### config.mk
export PLATFORM = sky130hd
export DESIGN_NAME = chunked_adder
export DESIGN_NICKNAME = d
export VERILOG_FILES = /design/src/rtl/chunked_adder.sv
export SDC_FILE = /design/constraint.sdc
export NUM_CORES = 1
export LEC_CHECK = 0
export ABC_AREA = 1
export BUFFER_PORTS_ARGS = -buffer_cell sky130_fd_sc_hd__buf_2
export CORE_UTILIZATION = 41
export DETAILED_ROUTE_END_ITERATION = 6
export SYNTH_ARGS = -nofsm -noshare
export SYNTH_HDL_FRONTEND = slang
export SYNTH_SLANG_ARGS = --single-unit
### constraint.sdc
create_clock -name clk -period 5.5 [get_ports clk]
set_input_delay 0.55 -clock clk [delete_from_list [all_inputs] [get_ports clk]]
set_output_delay 0.55 -clock clk [all_outputs]
set_load 0.02 [all_outputs]
### src/rtl/chunked_adder.sv
// chunked_adder: multi-cycle adder, CHUNK bits per clock, N = WIDTH/CHUNK.
// Optional signed overflow flag V when CHUNKED_ADDER_SIGNED_OVF_EN is defined.
module chunked_adder #(
  parameter int WIDTH = 40,
  parameter int CHUNK = 8
) (
  input  logic             clk,
  input  logic             rst,
  input  logic             start,
  input  logic [WIDTH-1:0] A,
  input  logic [WIDTH-1:0] B,
  input  logic             C_in,
  output logic             busy,
  output logic             done,
  output logic [WIDTH-1:0] S,
  output logic             C_out
`ifdef CHUNKED_ADDER_SIGNED_OVF_EN
  ,
  output logic             V
`endif
);

  localparam int N  = WIDTH / CHUNK;
  localparam int IW = (N > 1) ? $clog2(N) : 1;

  typedef enum logic [1:0] {
    IDLE = 2'd0,
    RUN  = 2'd1,
    DONE = 2'd2
  } state_e;

  state_e           state_q, state_d;
  logic [IW-1:0]    idx_q, idx_d;
  logic             carry_q, carry_d;
  logic [WIDTH-1:0] a_q, a_d;
  logic [WIDTH-1:0] b_q, b_d;
  logic [WIDTH-1:0] sum_q, sum_d;
  logic [WIDTH-1:0] s_q, s_d;
  logic             cout_q, cout_d;
  logic             v_q, v_d;

  logic [CHUNK-1:0] a_chunk;
  logic [CHUNK-1:0] b_chunk;
  logic [CHUNK:0]   chunk_sum;
  logic             last;

  // State and datapath registers, synchronous reset
  always_ff @(posedge clk) begin
    if (rst) begin
      state_q <= IDLE;
      idx_q   <= '0;
      carry_q <= 1'b0;
      a_q     <= '0;
      b_q     <= '0;
      sum_q   <= '0;
      s_q     <= '0;
      cout_q  <= 1'b0;
      v_q     <= 1'b0;
    end else begin
      state_q <= state_d;
      idx_q   <= idx_d;
      carry_q <= carry_d;
      a_q     <= a_d;
      b_q     <= b_d;
      sum_q   <= sum_d;
      s_q     <= s_d;
      cout_q  <= cout_d;
      v_q     <= v_d;
    end
  end

  // Select the active chunk and add it with the running carry
  always_comb begin
    a_chunk = '0;
    b_chunk = '0;
    for (int i = 0; i < N; i++) begin
      if (idx_q == IW'(i)) begin
        a_chunk = a_q[i*CHUNK +: CHUNK];
        b_chunk = b_q[i*CHUNK +: CHUNK];
      end
    end
    chunk_sum = {1'b0, a_chunk} + {1'b0, b_chunk}
              + {{CHUNK{1'b0}}, carry_q};
    last = (idx_q == IW'(N - 1));
  end

  // Next-state logic
  always_comb begin
    state_d = state_q;
    unique case (state_q)
      IDLE:    if (start) state_d = RUN;
      RUN:     if (last) state_d = DONE;
      DONE:    state_d = start ? RUN : IDLE;
      default: state_d = IDLE;
    endcase
  end

  // Operand capture, chunk accumulation and result load
  always_comb begin
    idx_d   = idx_q;
    carry_d = carry_q;
    a_d     = a_q;
    b_d     = b_q;
    sum_d   = sum_q;
    s_d     = s_q;
    cout_d  = cout_q;
    v_d     = v_q;
    if (state_q == RUN) begin
      for (int i = 0; i < N; i++) begin
        if (idx_q == IW'(i)) begin
          sum_d[i*CHUNK +: CHUNK] = chunk_sum[CHUNK-1:0];
        end
      end
      carry_d = chunk_sum[CHUNK];
      idx_d   = last ? '0 : idx_q + IW'(1);
      if (last) begin
        s_d    = sum_d;
        cout_d = chunk_sum[CHUNK];
        v_d    = (a_q[WIDTH-1] == b_q[WIDTH-1])
              && (sum_d[WIDTH-1] != a_q[WIDTH-1]);
      end
    end else if (start) begin
      a_d     = A;
      b_d     = B;
      carry_d = C_in;
      idx_d   = '0;
      sum_d   = '0;
    end
  end

  // Outputs decoded from state and result registers
  always_comb begin
    busy  = (state_q == RUN);
    done  = (state_q == DONE);
    S     = s_q;
    C_out = cout_q;
  end

`ifdef CHUNKED_ADDER_SIGNED_OVF_EN
  assign V = v_q;
`else
  logic unused_v;
  assign unused_v = v_q;
`endif

endmodule

==> run_results.csv <==
group,metric,value,unit
clocking,post_cts_buffers,0,
routing,drtPass1Iterations,5,
synth,synth_area,0.00713,sq mm
routing,drt-total-wl,20400,um
hold_path,holdPathEnd,"a_q[15]",
power,intPower,0.00203,W
power,ir_worst_vdd,244,uV
global_route,grt_start_max_net_pins,109,
setup_path,reg2reg_depth,12,
setup_path,crit_start,"idx_q[0]",
timing,fmax,257,MHz
timing,finalSetupViolCount,0,
power,power.share.clock,0.416,
timing,final.setup.tns,0,ns
setup_path,startpoint_type,"flop",
routing,via_per_inst,5.10,
timing,hold_viol_final,0,
power,swShare,0.288,
setup_path,worstSetupPathType,"flop to flop",
clocking,cts_buffers,17,
die,ios,127,
synth,synthesis.instances,1015,
hold_path,hold_path_depth,3,
die,fp-row-count,47,
synth,ys_warn_count,0,
place,gp_congestion,0.816,
clocking,clk_path_buf_depth,2,
clocking,clk_pin_slew_worst_paths,0.07,ns
die,coreArea,0.0168,sq mm
finish,antenna_cells,0,
finish,layout_common_cells,"193 x nor2_1, 185 x nand2_1, 159 x dfxtp_1, 126 x buf_2, 116 x o21ai_0",
outcome,status,"complete, no violations",
synth,synth_cell_type_count,28,
setup_path,cp.required,5.78,ns
routing,met3WireLength,1220,um
power,combPwrFrac,0.149,
setup_path,worstReg2RegEnd,"sum_q[4]",
synth,synth_nets,1113,
routing,ant_nets,0,
clocking,clk-insertion-delay-late,0.43,ns
finish,drive_gt1_frac,0.182,
place,io_buffer_count,126,
die,die_w,134,um
timing,finalCriticalPeriod,3.89,ns
setup_path,r2r_slack,1.61,ns
finish,final_common_cell,"nor2_1",
die,die_h,134,um
power,powerDensity,340,mW/mm^2
finish,syn_to_final_growth,18.0,%
clocking,root_buffer,"clkbuf_16",
global_route,track_usage,0.238,
routing,drtIter0Drc,509,
die,start_util,0.425,
global_route,grt_pass1_wl,33000,um
setup_path,reg2reg_from,"idx_q[0]",
setup_path,crit_fanout,21,
clocking,ctsResizeCount,0,
synth,yosys_register_bits,159,
global_route,overflow,0,
routing,wl_per_cell,15.3,um
timing,hold_ws,0.335,ns
clocking,cts_tree,"built",
hold_path,worstHoldStart,"A[15]",
setup_path,cp-end-kind,"flop",
power,switchingPower,0.000824,W
routing,wl_met2,9090,um
power,leakage,3.91,nW
die,die-area,0.0179,sq mm
timing,rsz0062_at_grt,"false",
job,maxCapViolCount,0,
synth,yosysSeqAreaShare,0.446,
timing,tightest_slew,1.08,ns
timing,maxSlewHeadroom,0.275,
clocking,clock_sinks,159,
routing,highest_layer,"met4",
place,post-dp-hpwl,13600,um
clocking,htree_levels,4,
timing,min_period_over_period,0.707,
power,p_seq_frac,0.436,
setup_path,worst_ep_arrival_time,4.17,ns
global_route,grt_pass1_vias,6261,
routing,drc,0,
timing,finClkSkew,0.0104,ns
clocking,hold_buffers,0,
hold_path,hp-class,"primary input to flop",
routing,vias,6810,
routing,met1_length,9820,um
synth,avgSynthCellArea,7.03,sq um
global_route,antenna_found_initial,0,
finish,final_nets,1201,
timing,finalMaxSlewViolations,0,
metal layers:
metal / GRT usage / vias up
met4: 0.0713 / 0
met5: 0 / -
li1: - / 3474
met2: 0.364 / 177
met1: 0.335 / 3138
met3: 0.0491 / 21
registers in the layout (all words and copies together), names as in the netlist:
name	count
S	40
a_q	40
b_q	40
sum_q	32
idx_q	3
state_q	2
C_out	1
carry_q	1
final cells by class:
| type | instances | area (sq um) |
|---|---|---|
| clock buffers | 18 | 439 |
| multi-input cells | 729 | 3440 |
| fillers | 1745 | 8350 |
| inverters | 61 | 229 |
| clock inverters | 14 | 153 |
| flip-flops and latches | 159 | 3180 |
| well taps | 220 | 275 |
| repair buffers | 135 | 698 |
synth_stat cells, drive strengths merged:
cell type / instances / area share
dfxtp: 159 / 0.45
buf: 29 / 0.021
nand4: 1 / 0.00088
o211ai: 18 / 0.019
fa: 2 / 0.0056
xnor2: 2 / 0.0025
a21oi: 62 / 0.044
or2: 31 / 0.027
o22ai: 2 / 0.0018
nor2: 197 / 0.11
a21o: 1 / 0.0011
o21ai: 116 / 0.081
nand2: 187 / 0.099
clkbuf: 37 / 0.019
clkinv: 2 / 0.0011
nand3: 85 / 0.060
a31oi: 12 / 0.011
nand3b: 1 / 0.0011
inv: 59 / 0.031
ha: 12 / 0.021
how the worst max path moves through the flow:
stage	end	slack, ns	depth (start not counted)
global route	sum_q[20]	1.31	18
floorplan	S[36]	2.50	20
CTS	sum_q[4]	1.65	12
detailed placement	sum_q[4]	1.70	12
global placement	sum_q[4]	1.70	12
finish	sum_q[4]	1.61	12
power groups by stage:
| stage | registers, W | logic (W) | clock network, W |
|---|---|---|---|
| final | 0.00125 | 0.000425 | 0.00119 |
| after global routing | 0.00125 | 0.000480 | 0.00126 |
| after CTS | 0.00124 | 0.000423 | 0.00120 |
| after detailed placement | 0.00127 | 0.000419 | 0 |
| after global placement | 0.00127 | 0.000417 | 0 |
| after floorplan | 0.00126 | 0.000289 | 0 |
logic make-up (layout without fill, tap and decap cells):
group	Yosys count	count (layout)	synth area share
DFF	159	159	0.446
buffers and inverters	127	228	0.0723
AOI/OAI and AO/OA	211	211	0.158
adders and majority gates	14	14	0.0267
xor gates and xnor gates	2	2	0.00246
and+or+nand+nor	502	502	0.294
metrics by stage:
step                total power, W  cell area (sq um)  setup WS [ns]  std cells   util
floorplan                  0.00154               7130           2.50       1015      -
global placement           0.00169               7820           1.70       1304  0.467
detailed placement         0.00169               7820           1.70       1304  0.467
CTS                        0.00287               8410           1.65       1336  0.502
global route               0.00299               8410           1.31       1336  0.502
finish                     0.00286               8410           1.61       1336  0.502
critical path: stages, from the launching register on:
cell,delay [ns]
dfxtp_1,0.39
ha_1,0.18
ha_1,0.66
inv_1,0.52
o211ai_1,0.32
a31oi_1,0.17
ha_1,0.40
nor2_1,0.16
a21oi_2,0.06
xnor2_1,0.53
nand2_1,0.15
nand3_1,0.11
a21oi_1,0.07
No activity file was read; power rests on OpenSTA's default activity.
